**config.mk**
```make
export PLATFORM = sky130hd
export DESIGN_NAME = id_ex_stage
export DESIGN_NICKNAME = d
export VERILOG_FILES = /design/src/rtl/pipeline_defs.sv /design/src/rtl/fwd_mux.sv /design/src/rtl/id_ex_stage.sv
export SDC_FILE = /design/constraint.sdc
export NUM_CORES = 1
export LEC_CHECK = 0
export CAP_MARGIN = 5
export CORE_AREA = 2 2 155 157
export DETAILED_ROUTE_END_ITERATION = 12
export DIE_AREA = 0 0 157 159
export PLACE_DENSITY = 0.6
export SLEW_MARGIN = 25
export SYNTH_ARGS = -nofsm -noshare
export SYNTH_HDL_FRONTEND = slang
export SYNTH_SLANG_ARGS = --single-unit
```
**constraint.sdc**
```tcl
create_clock -name clk -period 1.85 [get_ports clk]
set_input_delay 0.185 -clock clk [delete_from_list [all_inputs] [get_ports clk]]
set_output_delay 0.185 -clock clk [all_outputs]
set_load 0.01 [all_outputs]
```
**src/rtl/pipeline_defs.sv**
```systemverilog
// Definitions shared by the Decode/Execute pipeline blocks and hazard_control:
// forward-select encodings and the layout of the decoded-control bundle.
package pipeline_defs;

    localparam logic [1:0] NORMAL    = 2'b00;
    localparam logic [1:0] WRITEBACK = 2'b01;
    localparam logic [1:0] WRITEMEM  = 2'b10;

    localparam int CTRL_W_DEFAULT = 8;

    // Bit positions inside the decoded-control bundle.
    localparam int CTRL_ALU_OP_LSB = 0;
    localparam int CTRL_ALU_OP_W   = 4;
    localparam int CTRL_MEM_READ   = 4;
    localparam int CTRL_MEM_WRITE  = 5;
    localparam int CTRL_BRANCH     = 6;
    localparam int CTRL_JUMP       = 7;

endpackage

```
**src/rtl/fwd_mux.sv**
```systemverilog
// One Execute-stage operand forwarding mux: picks registered data, the Memory
// stage ALU result or the Writeback result. The unused select code acts as NORMAL.
module fwd_mux
    import pipeline_defs::*;
#(
    parameter int XLEN = 32
) (
    input  logic [1:0]      sel,
    input  logic [XLEN-1:0] reg_data,
    input  logic [XLEN-1:0] mem_data,
    input  logic [XLEN-1:0] wb_data,
    output logic [XLEN-1:0] data
);

    always_comb begin
        data = reg_data;
        case (sel)
            WRITEMEM:  data = mem_data;
            WRITEBACK: data = wb_data;
            default:   data = reg_data;
        endcase
    end

endmodule

```
**src/rtl/id_ex_stage.sv**
```systemverilog
// Decode-to-Execute pipeline register with Execute operand forwarding and a
// saturating counter of bubbles inserted by flush/stall.
module id_ex_stage
    import pipeline_defs::*;
#(
    parameter int XLEN   = 32,
    parameter int CTRL_W = CTRL_W_DEFAULT,
    parameter int CNT_W  = 16
) (
    input  logic              clk,
    input  logic              rst,
    input  logic              Dvalid,
    input  logic [4:0]        Dreg1_addr,
    input  logic [4:0]        Dreg2_addr,
    input  logic [XLEN-1:0]   Dreg1_data,
    input  logic [XLEN-1:0]   Dreg2_data,
    input  logic [XLEN-1:0]   Dimm,
    input  logic [XLEN-1:0]   Dpc,
    input  logic [4:0]        Dwrite_reg_addr,
    input  logic              Dwrite_reg_sig,
    input  logic [CTRL_W-1:0] Dctrl,
    input  logic              stallD,
    input  logic              flushE,
    input  logic [1:0]        forward1E,
    input  logic [1:0]        forward2E,
    input  logic [XLEN-1:0]   Malu_result,
    input  logic [XLEN-1:0]   Wresult,
    output logic              Evalid,
    output logic [4:0]        Ereg1_addr,
    output logic [4:0]        Ereg2_addr,
    output logic [XLEN-1:0]   Eop_a,
    output logic [XLEN-1:0]   Eop_b,
    output logic [XLEN-1:0]   Eimm,
    output logic [XLEN-1:0]   Epc,
    output logic [4:0]        Ewrite_reg_addr,
    output logic              Ewrite_reg_sig,
    output logic [CTRL_W-1:0] Ectrl,
    output logic [CNT_W-1:0]  bubble_count
);

    function automatic logic [CNT_W-1:0] sat_inc(input logic [CNT_W-1:0] c);
        return (&c) ? c : c + {{(CNT_W-1){1'b0}}, 1'b1};
    endfunction

    logic              vld_p1;
    logic [4:0]        reg1_addr_p1;
    logic [4:0]        reg2_addr_p1;
    logic [XLEN-1:0]   reg1_data_p1;
    logic [XLEN-1:0]   reg2_data_p1;
    logic [XLEN-1:0]   imm_p1;
    logic [XLEN-1:0]   pc_p1;
    logic [4:0]        write_reg_addr_p1;
    logic              write_reg_sig_p1;
    logic [CTRL_W-1:0] ctrl_p1;
    logic [CNT_W-1:0]  bubble_cnt;
    logic              load_bubble;

    // Decode holds its instruction during a stall, so Execute must get a bubble
    // rather than a second copy.
    assign load_bubble = flushE | stallD;

    // ---- Decode -> Execute register boundary ----
    always_ff @(posedge clk) begin
        if (rst || load_bubble) begin
            vld_p1            <= 1'b0;
            reg1_addr_p1      <= '0;
            reg2_addr_p1      <= '0;
            reg1_data_p1      <= '0;
            reg2_data_p1      <= '0;
            imm_p1            <= '0;
            pc_p1             <= '0;
            write_reg_addr_p1 <= '0;
            write_reg_sig_p1  <= 1'b0;
            ctrl_p1           <= '0;
        end else begin
            vld_p1            <= Dvalid;
            reg1_addr_p1      <= Dreg1_addr;
            reg2_addr_p1      <= Dreg2_addr;
            reg1_data_p1      <= Dreg1_data;
            reg2_data_p1      <= Dreg2_data;
            imm_p1            <= Dimm;
            pc_p1             <= Dpc;
            write_reg_addr_p1 <= Dwrite_reg_addr;
            write_reg_sig_p1  <= Dwrite_reg_sig & Dvalid;
            ctrl_p1           <= Dctrl;
        end
    end

    always_ff @(posedge clk) begin
        if (rst) begin
            bubble_cnt <= '0;
        end else if (load_bubble) begin
            bubble_cnt <= sat_inc(bubble_cnt);
        end
    end

    // ---- Execute stage: combinational forwarding ----
    fwd_mux #(.XLEN(XLEN)) u_fwd_a (
        .sel      (forward1E),
        .reg_data (reg1_data_p1),
        .mem_data (Malu_result),
        .wb_data  (Wresult),
        .data     (Eop_a)
    );

    fwd_mux #(.XLEN(XLEN)) u_fwd_b (
        .sel      (forward2E),
        .reg_data (reg2_data_p1),
        .mem_data (Malu_result),
        .wb_data  (Wresult),
        .data     (Eop_b)
    );

    assign Evalid          = vld_p1;
    assign Ereg1_addr      = reg1_addr_p1;
    assign Ereg2_addr      = reg2_addr_p1;
    assign Eimm            = imm_p1;
    assign Epc             = pc_p1;
    assign Ewrite_reg_addr = write_reg_addr_p1;
    assign Ewrite_reg_sig  = write_reg_sig_p1;
    assign Ectrl           = ctrl_p1;
    assign bubble_count    = bubble_cnt;

endmodule

```
==> flow_summary.toml <==
[status]
run_status = "finished clean"

[timing]
drv_slew = 0
worst_slew_margin_rel_pct = 67.76
period_share_pct = 99.03
finClkSkew_ps = 8.156
setup_viol = 0
whs_ps = 308.3
final-hold-violation-count = 0
post-route-worst-setup-slack_ps = 17.89
tightest_slew_ps = 480.0
finalCriticalPeriod_ps = 1832
setup-tns-final_ps = 0
achievable-frequency_ghz = 0.5458

[power_and_ir_drop]
ir_drop_v = 0.0005124
switchingPower_w = 0.002256
seq_power_share_pct = 42.1
power_leakage_nw = 4.417
intPower_w = 0.006665
power_switching_share_pct = 25.28
clockPowerShare_pct = 41.8
p_comb_share_pct = 16.1
power_density_nw_per_um2 = 773.2
totalPowerFinal_w = 0.008921

[critical_path]
critical_path.endpoint_type = "output port"
slowest_delay_ps = 280
path_delay_family = "buffers and inverters"
regToRegStartpoint = "bubble_count[0]$_SDFFE_PP0P_"
worst_reg2reg_path_endpoint = "bubble_count[14]$_SDFFE_PP0P_"
critical_path_class = "input pin to output port"
timing.critical_path.buf_inv = 5
rr_worst_depth = 5
timing.critical_path.cells = "dlygate4sd2_1, inv_1, ha_4, bufbuf_16, buf_4, a22oi_1, o21ai_0, clkdlybuf4s15_1"
cp_max_fo = 9
cp_slowest_cell = "sky130_fd_sc_hd__bufbuf_16"
critPathLaunchType = "input pin"
timing.critical_path.required_ps = 1660
r2r_setup_slack_ps = 160
critical_path_arrival_ps = 1650

[final_layout]
final_layout_size_suffix_gt1_share_pct = 12.17
area_growth_syn_to_layout_pct = 87.72
num-fill-cells = 2174
postLayoutCoreUtil_pct = 49.75
num-nets-final = 1285

[global_route]
wire_length_of_the_first_global_routing_pass_um = 34960
grt_remaining_overflow = 0
total_grt_usage_pct = 18.65
antenna_found_initial = 2
grt_start_max_net_pins = 92
grt_pass1_vias = 6173

[placement]
io_buffers = 393
place.detailed.hpwl_um = 18240
final_weighted_congestion_of_routability_driven_global_placement = 0.8073
detailedPlace.worstSlack_ps = -661.0

[logic_synthesis]
synth_cell_type_count = 36
synth_warnings = 0
main_combinational_cell_family_by_area_after_synthesis = "simple AND/OR/NAND/NOR gates"
synth.cell_area_um2 = 6146
yosys.area_share.simple_pct = 24.23
mappedNetlistNets = 872
synthMuxAreaShare_pct = 0.5090
async_reset_ff_share_pct = 0
synthXorXnorAreaFrac_pct = 0.5700
syn_inst_count = 642
synth_compound_gate_area_share_pct = 15.51
avgSynthCellArea_um2 = 9.573
yosys_register_bits = 169
seq_area_frac_synth_pct = 55.05
synth-edff-count = 0
ys_flop_type = "sky130_fd_sc_hd__dfxtp_1"
synth_adder_area_share_pct = 1.018

[routing]
postRouteWirelength_um = 23930
via_density_per_instance = 4.348
drt_iter0_markers = 256
drt_pass1_iterations = 4
antenna_violating_nets_post_route = 0
drc_markers = 0
drt-wirelength-per-cell_um = 17.23
via_count = 6040

[clock_network]
clkLatencyLatePin_ps = 420
h-tree-depth = 4
post_cts_buffers = 0
cts_buffers = 17
cts_root_buf = "sky130_fd_sc_hd__clkbuf_16"
cts_tree = "built"
clkTransAtPathRegs_ps = 70
maximum_clock_path_buffer_count = 2
clock_sink_count = 169

[floorplanning]
dieHeight_um = 159
start_util_pct = 26.50
dieArea_um2 = 24960
design.core.area_um2 = 23190
floorplan.rows = 56
die_width_um = 157
num_io_pins = 394

[min_path]
number_of_stages_on_the_worst_hold_path = 2
hold_path_end = "Epc[12]$_SDFF_PP0_"
hold_path.startpoint = "Dpc[12]"
worst_min_delay_path_category = "input pin to flop"

[flow_run]
maxCapViolCount = 0
[logic make-up (layout without fill, tap and decap cells)]
group | after synthesis | after routing
multiplexers | 3 | 3
adder cells (fa/ha/maj) | 5 | 5
flip-flops | 169 | 169
other | 0 | 2
AND/OR/NAND/NOR | 262 | 262
XOR/XNOR | 4 | 4
buffers and inverters | 48 | 474
AO/OA/AOI/OAI | 151 | 151
[per-stage QoR]
stage / cells / area (µm²)
5_1_grt: 1388 / 11530
4_1_cts: 1387 / 11540
3_5_place_dp: 1352 / 10740
3_3_place_gp: 1352 / 10740
2_1_floorplan: 642 / 6146
6_report: 1389 / 11540
[cell usage after synthesis, types with 3 or more instances]
| master | count | area, µm² |
|---|---|---|
| sky130_fd_sc_hd__a22oi_1 | 64 | 480.5 |
| sky130_fd_sc_hd__o31ai_1 | 5 | 37.54 |
| sky130_fd_sc_hd__or3_1 | 3 | 18.77 |
| sky130_fd_sc_hd__clkbuf_1 | 42 | 157.7 |
| sky130_fd_sc_hd__nand2_1 | 70 | 262.8 |
| sky130_fd_sc_hd__nor2_1 | 8 | 30.03 |
| sky130_fd_sc_hd__and4_1 | 3 | 26.28 |
| sky130_fd_sc_hd__dfxtp_1 | 169 | 3383 |
| sky130_fd_sc_hd__nand3_1 | 4 | 20.02 |
| sky130_fd_sc_hd__or4_1 | 4 | 30.03 |
| sky130_fd_sc_hd__o21ai_0 | 67 | 335.3 |
| sky130_fd_sc_hd__and2_1 | 152 | 950.9 |
| sky130_fd_sc_hd__xnor2_1 | 4 | 35.03 |
| sky130_fd_sc_hd__nand4_1 | 5 | 31.28 |
| sky130_fd_sc_hd__a21oi_1 | 9 | 45.04 |
| sky130_fd_sc_hd__inv_1 | 4 | 15.01 |
| sky130_fd_sc_hd__ha_1 | 5 | 62.56 |
[power by group through the flow]
stage                     logic, W  clock network [W]  registers [W]
after floorplan           0.000376                  0        0.00387
after global placement     0.00142                  0        0.00384
after detailed placement   0.00143                  0        0.00384
after CTS                  0.00145            0.00384        0.00376
after global routing       0.00154            0.00398        0.00377
final                      0.00143            0.00373        0.00376
[final cells by class]
cell class | count | area [µm²] | area share, %
clock inverter | 14 | 181.4 | 1.572
multi-input combinational | 425 | 2700 | 23.40
inverter | 4 | 15.01 | 0.1301
sequential | 169 | 3383 | 29.32
clock buffer | 18 | 429.2 | 3.720
timing repair buffer | 438 | 4424 | 38.35
antenna | 2 | 5.005 | 0.04338
tap | 319 | 399.1 | 3.460
[timing repair]
item | 4_1_cts | 5_1_grt
pin swaps | 2 | 0
resized for setup | 184 | 3
setup endpoints to repair | 64 | 3
hold buffers | 0 | 0
gates cloned | 3 | 0
[sequential cells by signal, indices dropped and copies added, names as in the netlist]
register and count:
Ectrl 8, bubble_count 16, Eimm 32, Ewrite_reg_addr 5, Ewrite_reg_sig 1, Evalid 1, Epc 32, reg2_data_p1 32
Ereg1_addr 5, reg1_data_p1 32, Ereg2_addr 5
[layer usage]
layer	wire, µm	track usage (%)	vias up
met5	0	0	-
li1	-	-	3015
met4	368	5.379	0
met2	12170	34.59	272
met1	8977	18.92	2732
met3	2412	7.676	21
[worst max path at each step]
stage,from,to,cells after the start
6_report,forward2E[1],Eop_b[1],8
5_1_grt,forward2E[1],Eop_b[1],8
4_1_cts,forward2E[1],Eop_b[7],7
3_5_place_dp,forward2E[0],Eop_b[6],7
3_3_place_gp,forward2E[0],Eop_b[6],7
2_1_floorplan,bubble_count[0]$_SDFFE_PP0P_,bubble_count[14]$_SDFFE_PP0P_,5
[layout by cell type (no fill, tap or decap), types with 5 or more instances in the layout]
cell type	netlist	layout
sky130_fd_sc_hd__buf_12	0	9
sky130_fd_sc_hd__a22oi_2	0	14
sky130_fd_sc_hd__o31ai_1	5	5
sky130_fd_sc_hd__and2_1	152	152
sky130_fd_sc_hd__buf_4	1	32
sky130_fd_sc_hd__nand2_1	70	70
sky130_fd_sc_hd__a22oi_1	64	50
sky130_fd_sc_hd__clkdlybuf4s15_2	0	18
sky130_fd_sc_hd__clkdlybuf4s15_1	0	23
sky130_fd_sc_hd__nor2_1	8	7
sky130_fd_sc_hd__dfxtp_1	169	169
sky130_fd_sc_hd__clkdlybuf4s50_1	0	325
sky130_fd_sc_hd__o21ai_0	67	58
sky130_fd_sc_hd__nand4_1	5	5
sky130_fd_sc_hd__dlygate4sd2_1	0	21
sky130_fd_sc_hd__o21ai_1	0	8
sky130_fd_sc_hd__inv_8	0	5
sky130_fd_sc_hd__a21oi_1	9	9
sky130_fd_sc_hd__clkbuf_16	0	17
Note: power is estimated with default switching activity, not from simulation.
==> RTL edit: new RTL, config.mk and constraints unchanged <==
Reset style: asynchronous (`rst`), changed in one clocked block.
--- a/src/rtl/id_ex_stage.sv
+++ b/src/rtl/id_ex_stage.sv
@@ -86,7 +86,7 @@
         end
     end
 
-    always_ff @(posedge clk) begin
+    always_ff @(posedge clk or posedge rst) begin
         if (rst) begin
             bubble_cnt <= '0;
         end else if (load_bubble) begin
Check against the original RTL: differs if rst is asserted again (counterexample within 4 cycles, from zero or initial values and one cycle with rst high); with rst held inactive, the same outputs for 10 cycles.
==> RTL edit against the original RTL <==
Via count fell by 3.4%. Synthesized area is 0.57% lower. Setup slack improved by 36 ps. Final area down 2.1%. Sequential cell count stayed put. Final cell count fell by 1.9%. Power is 2.8% higher. Routed wire length fell by 1.7%. Utilization shrank 1.1 points. Global-route usage shrank 0.51 points. Critical path type unchanged.
==> RTL edit: results (changes against the original RTL) <==
\begin{tabular}{lr}
\hline
Metric & Value \\
\hline
\multicolumn{2}{l}{\textbf{Status}} \\
\quad Status & completed (unchanged) \\
\multicolumn{2}{l}{\textbf{Power}} \\
\quad Clk network pwr share & 0.375 (was 0.418) \\
\quad Power density over the cells & 812.0 mW/mm² (was 773.2 mW/mm²) \\
\quad Static leakage power & 4.582 nW (was 4.417 nW) \\
\multicolumn{2}{l}{\textbf{Cells and area}} \\
\quad Share of layout cells above drive strength 1 & 0.1208 (was 0.1217) \\
\multicolumn{2}{l}{\textbf{Drt}} \\
\quad Met1 Wirelength & 8830 µm (was 8977 µm) \\
\quad Routed length on met3 & 2625 µm (was 2412 µm) \\
\quad Sum of met2 wire segment lengths after detailed routing & 11710 µm (was 12170 µm) \\
\quad Post-Route WL & 23520 µm (was 23930 µm) \\
\multicolumn{2}{l}{\textbf{GRT}} \\
\quad Routing usage on met3 & 0.08193 (was 0.07676) \\
\quad Global-route usage over all layers & 0.1814 (was 0.1865) \\
\quad Initial antenna violation count & 3 (was 2) \\
\quad Largest net degree at the start of global routing & 80 (was 92) \\
\quad Wire length of the first global-routing pass & 34280 µm (was 34960 µm) \\
\quad Vias in the first global route & 5917 (was 6173) \\
\multicolumn{2}{l}{\textbf{Synth}} \\
\quad Post-synthesis cell type count & 31 (was 36) \\
\quad Xor/xnor cell area share of the yosys netlist & 0.02007 (was 0.005700) \\
\quad Synth async-reset ratio & 0.09467 (was 0) \\
\quad Area fraction in compound gates after synthesis & 0.1380 (was 0.1551) \\
\quad Synthesized net count & 854 (was 872) \\
\quad Main area contributors after synthesis & dfxtp\_1 (50\%), and2\_1 (16\%), a22oi\_1 (7.9\%) (was dfxtp\_1 (55\%), and2\_1 (15\%), a22oi\_1 (7.8\%)) \\
\quad Top post-synthesis cells by count & and2\_1 (153), dfxtp\_1 (153), nand2\_1 (70), o21ai\_0 (65), a22oi\_1 (64) (was dfxtp\_1 (169), and2\_1 (152), nand2\_1 (70), o21ai\_0 (67), a22oi\_1 (64)) \\
\multicolumn{2}{l}{\textbf{Setup path}} \\
\quad Slowest cell on crit path & dlygate4sd2\_1 (was bufbuf\_16) \\
\quad Beginning of the worst register-to-register path & bubble\_count[0] (unchanged) \\
\quad Peak fanout along the critical path & 14 (was 9) \\
\quad Reg-to-Reg End & bubble\_count[1] (was bubble\_count[14]) \\
\multicolumn{2}{l}{\textbf{STA}} \\
\quad Worst Hold Margin & 226.3 ps (was 308.3 ps) \\
\multicolumn{2}{l}{\textbf{Min path}} \\
\quad Worst min-delay path category & input port to asynchronous set/reset pin (was input port to register) \\
\multicolumn{2}{l}{\textbf{Placed design}} \\
\quad Dpl hpwl & 17420 µm (was 18240 µm) \\
\hline
\end{tabular}
## RTL edit: changes by cell type in the layout (fill, tap and decap cells not counted), moves of 6 or more
cell             unedited run  this run
buf_2                       4        27
clkdlybuf4s15_1            23         2
dfrtp_1                     0        16
dfxtp_1                   169       153
buf_4                      32        18
clkdlybuf4s15_2            18         5
xor2_1                      0        12
a21oi_1                     9         2
dlygate4sd2_1              21        27
o21ai_0                    58        52
## RTL edit: worst register-to-register path, delay by kind of cell, from the launching register on
family / cells / cell delay, ps
muxes: 1 / 300
adders and majority gates: 1 / 210
and+or+nand+nor: 3 / 550
DFF: 1 / 420
## RTL edit: through the flow
step	cell area (µm²)	cells	power [W]	worst slack (ps)	utilization
after global routing	11290	1362	0.009567	2.527	0.4868
after global placement	10630	1321	0.005780	-522.3	0.4582
after floorplan	6111	624	0.004577	360.4	-
after detailed placement	10630	1321	0.005791	-539.3	0.4582
final	11290	1362	0.009169	54.26	0.4868
after CTS	11230	1359	0.009258	-105.7	0.4842
## RTL edit: layout make-up
cell class | count | area [µm²]
clock inverter | 14 | 127.6
tap | 319 | 399.1
fill | 2245 | 11900
multi-input combinational | 407 | 2575
sequential | 169 | 3463
timing repair buffer | 429 | 4274
inverter | 6 | 22.52
clock buffer | 18 | 429.2
## RTL edit: logic make-up after synthesis
family,Yosys count
buffers and inverters,48
DFF,169
muxes,2
xor gates and xnor gates,14
AOI/OAI and AO/OA,135
and+or+nand+nor,251
adders and majority gates,5
## RTL edit: timing repair
| item | CTS | global route |
|---|---|---|
| setup buffers | 3 | 2 |
| gates cloned | 3 | 1 |
| setup endpoints to repair | 63 | 35 |
| gates resized for setup | 191 | 26 |
| pin swaps | 1 | 3 |
